## config.mk

```make
export PLATFORM = sky130hd
export DESIGN_NAME = apb_slave_regbank_flat
export DESIGN_NICKNAME = d
export VERILOG_FILES = /design/src/rtl/apb_slave_regbank_if.sv /design/src/rtl/apb_slave_regbank.sv /design/src/flat_wrapper.sv
export SDC_FILE = /design/constraint.sdc
export NUM_CORES = 1
export LEC_CHECK = 0
export BUFFER_PORTS_ARGS = -buffer_cell sky130_fd_sc_hd__buf_4
export CAP_MARGIN = 10
export CORE_MARGIN = 3
export CORE_UTILIZATION = 49
export DETAILED_ROUTE_END_ITERATION = 12
export GPL_ROUTABILITY_DRIVEN = 0
export PLACE_DENSITY_LB_ADDON = 0.3
export RECOVER_POWER = 100
export SYNTH_ARGS = -nofsm -noshare
export SYNTH_HDL_FRONTEND = slang
export SYNTH_SLANG_ARGS = --single-unit
```

## constraint.sdc

```tcl
create_clock -name pclk -period 2 [get_ports pclk]
set_input_delay 0.2 -clock pclk [delete_from_list [all_inputs] [get_ports pclk]]
set_output_delay 0.2 -clock pclk [all_outputs]
set_load 0.02 [all_outputs]
```

## src/rtl/apb_slave_regbank_if.sv

```systemverilog
// APB bus bundle between the upstream master stage and the register-bank completer.
interface apb_slave_regbank_if #(
    parameter int unsigned ADDR_WIDTH = 32,
    parameter int unsigned DATA_WIDTH = 32
);
    logic [ADDR_WIDTH-1:0] paddr;
    logic                  psel;
    logic                  penable;
    logic                  pwrite;
    logic [DATA_WIDTH-1:0] pwdata;
    logic [3:0]            pstrb;
    logic [2:0]            pprot;
    logic [DATA_WIDTH-1:0] prdata;
    logic                  pready;
    logic                  pslverr;

    modport master (
        output paddr, psel, penable, pwrite, pwdata, pstrb, pprot,
        input  prdata, pready, pslverr
    );

    modport slave (
        input  paddr, psel, penable, pwrite, pwdata, pstrb, pprot,
        output prdata, pready, pslverr
    );
endinterface

```

## src/rtl/apb_slave_regbank.sv

```systemverilog
// APB completer: NUM_REGS RW control registers plus a read-only ID word,
// fixed wait-state insertion, byte-lane writes and PSLVERR on illegal accesses.
module apb_slave_regbank #(
    parameter int unsigned          ADDR_WIDTH  = 32,
    parameter int unsigned          DATA_WIDTH  = 32,
    parameter int unsigned          NUM_REGS    = 8,
    parameter int unsigned          WAIT_STATES = 1,
    parameter logic [DATA_WIDTH-1:0] ID_VALUE   = 32'hA9B0_0001
) (
    input  logic                           pclk,
    input  logic                           presetn,
    apb_slave_regbank_if.slave             bus,
    output logic [NUM_REGS*DATA_WIDTH-1:0] reg_q,
    output logic [NUM_REGS-1:0]            reg_wr_stb
);
    localparam int unsigned OFF_W = ADDR_WIDTH - 2;
    localparam int unsigned CNT_W = 4;
    localparam int unsigned NB    = 4;

    typedef enum logic [1:0] {
        ST_IDLE = 2'd0,
        ST_WAIT = 2'd1,
        ST_DONE = 2'd2
    } state_e;

    state_e                state_q, state_d;
    logic [CNT_W-1:0]      cnt_q, cnt_d;
    logic [OFF_W-1:0]      off_q, off_d;
    logic                  err_q, err_d;
    logic                  wr_q, wr_d;
    logic [DATA_WIDTH-1:0] regs_q [NUM_REGS];
    logic [DATA_WIDTH-1:0] regs_d [NUM_REGS];
    logic [NUM_REGS-1:0]   stb_q, stb_d;
    logic [DATA_WIDTH-1:0] prdata_q, prdata_d;
    logic                  pready_q, pready_d;
    logic                  pslverr_q, pslverr_d;

    logic [OFF_W-1:0]      cur_off;
    logic                  cur_err;
    logic                  load_rsp;
    logic [OFF_W-1:0]      rsp_off;
    logic                  rsp_err;
    logic                  rsp_wr;
    logic                  unused_pprot;

    assign unused_pprot = ^bus.pprot;

    // Address decode of the current bus cycle; only meaningful during setup.
    assign cur_off = bus.paddr[ADDR_WIDTH-1:2];
    assign cur_err = (bus.paddr[1:0] != 2'b00)
                   || (cur_off > OFF_W'(NUM_REGS))
                   || ((cur_off == OFF_W'(NUM_REGS)) && bus.pwrite);

    always_comb begin
        state_d   = state_q;
        cnt_d     = cnt_q;
        off_d     = off_q;
        err_d     = err_q;
        wr_d      = wr_q;
        regs_d    = regs_q;
        stb_d     = '0;
        prdata_d  = '0;
        pready_d  = 1'b0;
        pslverr_d = 1'b0;
        load_rsp  = 1'b0;
        rsp_off   = off_q;
        rsp_err   = err_q;
        rsp_wr    = wr_q;

        case (state_q)
            ST_IDLE: begin
                if (bus.psel && !bus.penable) begin
                    off_d = cur_off;
                    err_d = cur_err;
                    wr_d  = bus.pwrite;
                    cnt_d = CNT_W'(WAIT_STATES);
                    if (WAIT_STATES > 0) begin
                        state_d = ST_WAIT;
                    end else begin
                        // No wait states: response is built from the live decode.
                        state_d  = ST_DONE;
                        load_rsp = 1'b1;
                        rsp_off  = cur_off;
                        rsp_err  = cur_err;
                        rsp_wr   = bus.pwrite;
                    end
                end
            end
            ST_WAIT: begin
                cnt_d = cnt_q - CNT_W'(1);
                if (!bus.psel) begin
                    state_d = ST_IDLE;
                end else if (cnt_q <= CNT_W'(1)) begin
                    state_d  = ST_DONE;
                    load_rsp = 1'b1;
                end
            end
            ST_DONE: begin
                state_d = ST_IDLE;
                if (bus.psel && bus.penable && bus.pwrite && !err_q) begin
                    for (int n = 0; n < int'(NUM_REGS); n++) begin
                        if (off_q == OFF_W'(n)) begin
                            stb_d[n] = 1'b1;
                            for (int b = 0; b < int'(NB); b++) begin
                                if (bus.pstrb[b]) begin
                                    regs_d[n][8*b +: 8] = bus.pwdata[8*b +: 8];
                                end
                            end
                        end
                    end
                end
            end
            default: state_d = ST_IDLE;
        endcase

        // Response registers are loaded on entry to DONE.
        if (load_rsp) begin
            pready_d  = 1'b1;
            pslverr_d = rsp_err;
            if (!rsp_err && !rsp_wr) begin
                for (int n = 0; n < int'(NUM_REGS); n++) begin
                    if (rsp_off == OFF_W'(n)) begin
                        prdata_d = regs_q[n];
                    end
                end
                if (rsp_off == OFF_W'(NUM_REGS)) begin
                    prdata_d = ID_VALUE;
                end
            end
        end
    end

    always_ff @(posedge pclk or negedge presetn) begin
        if (!presetn) begin
            state_q   <= ST_IDLE;
            cnt_q     <= '0;
            off_q     <= '0;
            err_q     <= 1'b0;
            wr_q      <= 1'b0;
            regs_q    <= '{default: '0};
            stb_q     <= '0;
            prdata_q  <= '0;
            pready_q  <= 1'b0;
            pslverr_q <= 1'b0;
        end else begin
            state_q   <= state_d;
            cnt_q     <= cnt_d;
            off_q     <= off_d;
            err_q     <= err_d;
            wr_q      <= wr_d;
            regs_q    <= regs_d;
            stb_q     <= stb_d;
            prdata_q  <= prdata_d;
            pready_q  <= pready_d;
            pslverr_q <= pslverr_d;
        end
    end

    for (genvar n = 0; n < int'(NUM_REGS); n++) begin : g_pack
        assign reg_q[n*DATA_WIDTH +: DATA_WIDTH] = regs_q[n];
    end

    assign reg_wr_stb  = stb_q;
    assign bus.prdata  = prdata_q;
    assign bus.pready  = pready_q;
    assign bus.pslverr = pslverr_q;
endmodule

```

## src/flat_wrapper.sv

```systemverilog
// flat-port wrapper written by rule: the top's interface ports become plain ports
module apb_slave_regbank_flat 
#(
    parameter int unsigned          ADDR_WIDTH  = 32,
    parameter int unsigned          DATA_WIDTH  = 32,
    parameter int unsigned          NUM_REGS    = 8,
    parameter int unsigned          WAIT_STATES = 1,
    parameter logic [DATA_WIDTH-1:0] ID_VALUE   = 32'hA9B0_0001
)
  (pclk, presetn, reg_q, reg_wr_stb, bus_paddr, bus_psel, bus_penable, bus_pwrite, bus_pwdata, bus_pstrb, bus_pprot, bus_prdata, bus_pready, bus_pslverr);
  apb_slave_regbank_if #(.ADDR_WIDTH(ADDR_WIDTH), .DATA_WIDTH(DATA_WIDTH)) bus_i ();
  input  logic pclk;
  input  logic presetn;
  output logic [NUM_REGS*DATA_WIDTH-1:0] reg_q;
  output logic [NUM_REGS-1:0] reg_wr_stb;
  input wire logic [$bits(bus_i.paddr)-1:0] bus_paddr;
  input wire logic [$bits(bus_i.psel)-1:0] bus_psel;
  input wire logic [$bits(bus_i.penable)-1:0] bus_penable;
  input wire logic [$bits(bus_i.pwrite)-1:0] bus_pwrite;
  input wire logic [$bits(bus_i.pwdata)-1:0] bus_pwdata;
  input wire logic [$bits(bus_i.pstrb)-1:0] bus_pstrb;
  input wire logic [$bits(bus_i.pprot)-1:0] bus_pprot;
  output wire logic [$bits(bus_i.prdata)-1:0] bus_prdata;
  output wire logic [$bits(bus_i.pready)-1:0] bus_pready;
  output wire logic [$bits(bus_i.pslverr)-1:0] bus_pslverr;
  assign bus_i.paddr = bus_paddr;
  assign bus_i.psel = bus_psel;
  assign bus_i.penable = bus_penable;
  assign bus_i.pwrite = bus_pwrite;
  assign bus_i.pwdata = bus_pwdata;
  assign bus_i.pstrb = bus_pstrb;
  assign bus_i.pprot = bus_pprot;
  assign bus_prdata = bus_i.prdata;
  assign bus_pready = bus_i.pready;
  assign bus_pslverr = bus_i.pslverr;
  apb_slave_regbank #(.ADDR_WIDTH(ADDR_WIDTH), .DATA_WIDTH(DATA_WIDTH), .NUM_REGS(NUM_REGS), .WAIT_STATES(WAIT_STATES), .ID_VALUE(ID_VALUE)) u_core (.pclk(pclk), .presetn(presetn), .bus(bus_i), .reg_q(reg_q), .reg_wr_stb(reg_wr_stb));
endmodule
```

# Word level (Yosys, flattened, before mapping)
# Cells that the tools add are included.
dict set report totals {
  ff_bits 336
  in_bits 76
  out_inout_bits 298
  word_cells 139
}
dict set report op_classes {
  add_sub_neg 1
  order_cmp 2
  n_eq_ne 13
  n_mux 32
  reduce_logical 50
}
# cell count
set ops {}
lappend ops {{two-way mux 32 bit} 11}
lappend ops {{AND reduction 4 bit} 32}
lappend ops {{equality test 30 x 3 -> 1 bit, second input constant} 4}
lappend ops {{equality test 30 x 2 -> 1 bit, second input constant} 2}
lappend ops {{equality test 30 x 4 -> 1 bit, second input constant} 2}
lappend ops {{equality test 30 x 1 -> 1 bit, second input constant} 1}
lappend ops {{> comparator 30 x 4 -> 1 bit, second input constant} 1}
lappend ops {{logical NOT 30 bit} 1}
lappend ops {{two-way mux 8 bit} 2}
lappend ops {{two-way mux 1 bit} 13}
lappend ops {{case mux 4 bit (2 select lines)} 1}
lappend ops {{logical AND 1 bit} 6}
lappend ops {{two-way mux 2 bit} 3}
lappend ops {{AND reduction 2 bit} 3}
lappend ops {{<= comparator 4 x 1 -> 1 bit, second input constant} 1}
lappend ops {{two-way mux 4 bit} 1}
lappend ops {{case mux 2 bit (2 select lines)} 1}
lappend ops {{nonzero test 2 bit} 2}
lappend ops {{subtractor 4 x 1 -> 4 bit, second input constant} 1}
lappend ops {{logical NOT 1 bit} 3}
lappend ops {{inequality test 3 x 2 -> 1 bit, second input constant} 1}
lappend ops {{equality test 2 x 1 -> 1 bit, second input constant} 1}
lappend ops {{equality test 2 bit, second input constant} 1}
lappend ops {{logical NOT 2 bit} 1}
lappend ops {{2 further kinds} 3}

# Logic depth before layout (Yosys ltp)
dict set report logic_depth {
  depth_word 12
  depth_mapped 8
  depth_no_buf 7
}

# Worst setup path after synthesis
# OpenSTA, ideal clock, no wires.
dict set report synth_path {
  kind {register to register}
  start {reg u_core.off_q[17]}
  end {reg u_core.regs_q, in the netlist u_core.reg_q[128]}
  setup_ns 0.125
  t_arrival_ns 2.025
  t_required_ns 1.875
  path_slack_ns -0.150
  stages_incl_launch_ff 8
  path_buffers 2
  synth_period_minus_slack_ns 2.150
  path_cell_list {dfrtp_1 nor4_2 nand4_2 nor4_2 buf_6 buf_12 nand3_4 mux2_4}
}
dict set report synth_between {
  elab_chain_cells 2
}
# item line
set synth_lines {}
lappend synth_lines {{start, declared} apb_slave_regbank.sv:28} ;# logic [OFF_W-1:0] off_q, off_d;
lappend synth_lines {{start signal, assigned} apb_slave_regbank.sv:137} ;# off_q <= '0;
lappend synth_lines {{start signal, assigned} apb_slave_regbank.sv:148} ;# off_q <= off_d;
lappend synth_lines {{equality test 30 x 3 -> 1 bit} apb_slave_regbank.sv:102} ;# if (off_q == OFF_W'(n)) begin
lappend synth_lines {{AND reduction 4 bit (no source line)} --}
lappend synth_lines {{end signal, assigned} apb_slave_regbank.sv:151} ;# regs_q <= regs_d;
lappend synth_lines {{end, declared} apb_slave_regbank.sv:31} ;# logic [DATA_WIDTH-1:0] regs_q [NUM_REGS];
# No other way between the ends.
# A chain may end at the register's enable or synchronous reset.

# Final worst setup path
dict set report layout_path {
  start {reg u_core.off_q[8]}
  end {reg u_core.regs_q, in the netlist u_core.reg_q[60]}
}
dict set report layout_between {
  elab_chain_cells 2
}
# item
set layout_lines {}
lappend layout_lines {{equality test 30 x 1 -> 1 bit}}
lappend layout_lines {{AND reduction 4 bit (no source line)}}
# No other way between the ends.

==> impl_metrics.json <==
{
  "cp-end-kind": "flip-flop",
  "grt_pass1_vias": 12900,
  "min_path_cells": 3,
  "wl_per_cell_um": 24.8,
  "worstPathMaxFanout": 8,
  "synth_area_per_cell_um2": 13.2,
  "io_pins": 374,
  "clk_pin_slew_worst_paths_ns": 0.06,
  "cts_root_buf": "clkbuf_16",
  "netlist_instances": 1184,
  "final_nets": 1777,
  "synthArstFlopShare": 1.00,
  "io_buffers": 370,
  "fp.dieW_um": 184,
  "reg2regPathDepth": 7,
  "crit_path_top_delay_cell": "dfrtp_1",
  "final_util": 0.667,
  "cp.depth": 7,
  "antenna_found_initial": 0,
  "drive_gt1_frac": 0.332,
  "grt_pass1_wl_um": 77800,
  "synth-seq-cells": 336,
  "yosysSeqAreaShare": 0.540,
  "antenna_cells": 0,
  "rsz0062_at_grt": "true",
  "drt-initial-drc-count": 1132,
  "synth_edf_count": 0,
  "synth_area_um2": 15600,
  "drv_slew": 0,
  "synthFlopType": "dfrtp_1",
  "mostFrequentLayoutCells": "dfrtp_1 (332), clkbuf_1 (305), mux2_2 (151)",
  "ir_worst_vdd_v": 0.000661,
  "worst_pin_slew_ns": 1.23,
  "finalHoldViolCount": 0,
  "drt_pass1_iterations": 5,
  "overflow": 0,
  "violations": "negative setup slack",
  "numCtsBuffers": 37,
  "max_stage_delay_ns": 0.41,
  "critPathBufInv": 2,
  "fp-row-count": 64,
  "fmax_ghz": 0.436,
  "powerDensity_nw_per_um2": 907,
  "routed_wl_um": 52600,
  "start_util": 0.503,
  "holdCritPathClass": "input pin to flip-flop",
  "power_leakage_nw": 9.89,
  "crit_top_cell": "buf_12",
  "finalClockSkew_ns": 0.0200,
  "cp-start-kind": "flip-flop",
  "vias": 12600,
  "path_cells": "nor4_2 -> nand3_2 -> nor4_4 -> buf_12 -> buf_12 -> nand3_4 -> mux2_4",
  "yosys_warnings": 0,
  "hpwl_um": 36100,
  "setup_viol": 290,
  "worstSetupPathType": "flip-flop to flip-flop",
  "die_height_um": 184,
  "worst_slack_ns": -0.296,
  "mostFrequentLayoutCell": "dfrtp_1",
  "track_usage": 0.298,
  "postRouteAntennaNets": 0,
  "status": "finished, violations left",
  "yosysUniqueCellTypes": 57,
  "min_period_ns": 2.30,
  "syn_nets": 1262,
  "coreArea_um2": 31000,
  "cp.required_ns": 2.40,
  "htreeDepth": 2,
  "slew_headroom": 0.178,
  "clk_latency_ns": 0.53,
  "fin_total_pwr_mw": 18.7,
  "critical-path-top-delay-family": "simple AND/OR/NAND/NOR gates",
  "route.detailed.drc": 0,
  "die_area_um2": 34000,
  "viasPerCell": 5.93,
  "crit_arrival_ns": 2.69,
  "fin_crit_sh": 1.15,
  "drv_cap": 0,
  "cts_tree": "yes",
  "area_growth_pct": 32.8,
  "grt_max_degree": 75,
  "clockBufferDepth": 3,
  "cts_num_sinks": 336
}
[metal layers]
metal	part of all wire	up-vias	wire length [um]	track usage
met5	0	-	0	0
met4	0.041	0	2160	0.122
met3	0.082	127	4320	0.0675
met2	0.47	676	25000	0.481
met1	0.40	6353	21200	0.394
li1	-	5409	-	-
[metrics by stage]
| step | instances | instance area (um2) | TNS [ns] | hold WS (ns) | setup slack [ns] |
|---|---|---|---|---|---|
| floorplan | 1184 | 15600 | -12.63 | -0.0956 | -0.103 |
| global placement | 1981 | 19600 | -76.00 | 0.137 | -0.384 |
| detailed placement | 1981 | 19600 | -83.94 | 0.141 | -0.414 |
| CTS | 2114 | 21700 | -60.65 | 0.00810 | -0.301 |
| global route | 2120 | 20700 | -91.54 | 0.0113 | -0.383 |
| finish | 2120 | 20700 | -61.51 | 0.0121 | -0.296 |
[state kept, by name, summed over array words and instances, names as in the netlist]
name,cells
u_core.reg_q,256
u_core.reg_wr_stb,8
u_core.wr_q,1
u_core.cnt_q,4
u_core.bus.pready,1
u_core.err_q,1
u_core.bus.prdata,32
u_core.state_q,2
u_core.off_q,30
u_core.bus.pslverr,1
[cells in the mapped netlist (8+ instances only)]
cell       instances  area [um2]
dfrtp_1          336        8410
mux2_2           154        1730
nand2_1          129         484
mux2_4           104        1560
a21oi_1           64         320
clkbuf_1          45         169
nor2_1            36         135
nand3_4           27         473
mux2i_1           19         190
o21a_1            18         135
o221ai_1          18         158
o22ai_1           18         113
o311a_1           18         180
nor4_1            16         100
nor2b_1           13        81.3
o21ai_0           13        65.1
buf_2             11        55.1
a2111oi_0         10        87.6
a2bb2oi_1         10        87.6
nand2b_1          10        62.6
nand3b_1           9        67.6
nand3_1            8        40.0
[path summary, 6_finish.rpt]
check                                             from                       endpoint  slack, ns
setup reg to reg           u_core.off_q[8]$_DFFE_PN0P_   u_core.reg_q[60]$_DFFE_PN0P_      -0.30
hold reg to reg                u_core.wr_q$_DFFE_PN0P_        u_core.wr_q$_DFFE_PN0P_       0.49
min in group asynchronous                      presetn   u_core.off_q[20]$_DFFE_PN0P_       0.48
setup / recovery           u_core.off_q[8]$_DFFE_PN0P_   u_core.reg_q[60]$_DFFE_PN0P_      -0.30
hold / removal                                bus_psel  u_core.state_q[1]$_DFFE_PN0P_       0.01
max in group asynchronous                      presetn  u_core.reg_q[170]$_DFFE_PN0P_       0.22
[timing repair]
item,in CTS,in global routing
resized for setup,40,22
endpoints found under the hold margin,286,0
buffers inserted,6,6
gates cloned,1,1
hold buffers,63,0
pin swaps,19,3
setup endpoints to repair,291,292
[power breakdown]
group,internal (mW),leakage (nW),switching (mW)
Sequential,7.09,4.63,0.291
Clock,4.20,0.613,2.69
Combinational,1.79,4.64,2.69
Total,13.1,9.89,5.67
[cells by family after synthesis]
group | count (synthesis) | share of synthesized area
flip-flops | 336 | 0.540
AND/OR/NAND/NOR | 289 | 0.114
multiplexers | 280 | 0.228
AO/OA/AOI/OAI | 205 | 0.0932
buffers and inverters | 72 | 0.0233
adder cells (fa/ha/maj) | 2 | 0.00161
[tightest hold or removal path, stage by stage]
cell,delay [ns]
buf_4,0.12
nand3b_1,0.11
nor4_1,0.06
[cell type report]
type,count,area [um2]
well taps,396,495
flip-flops and latches,336,8420
fillers,2484,10300
repair buffers,545,3480
clock buffers,53,1100
inverters,3,11.3
clock inverters,11,134
multi-input cells,776,7050
(Power assumes the default switching activity.)
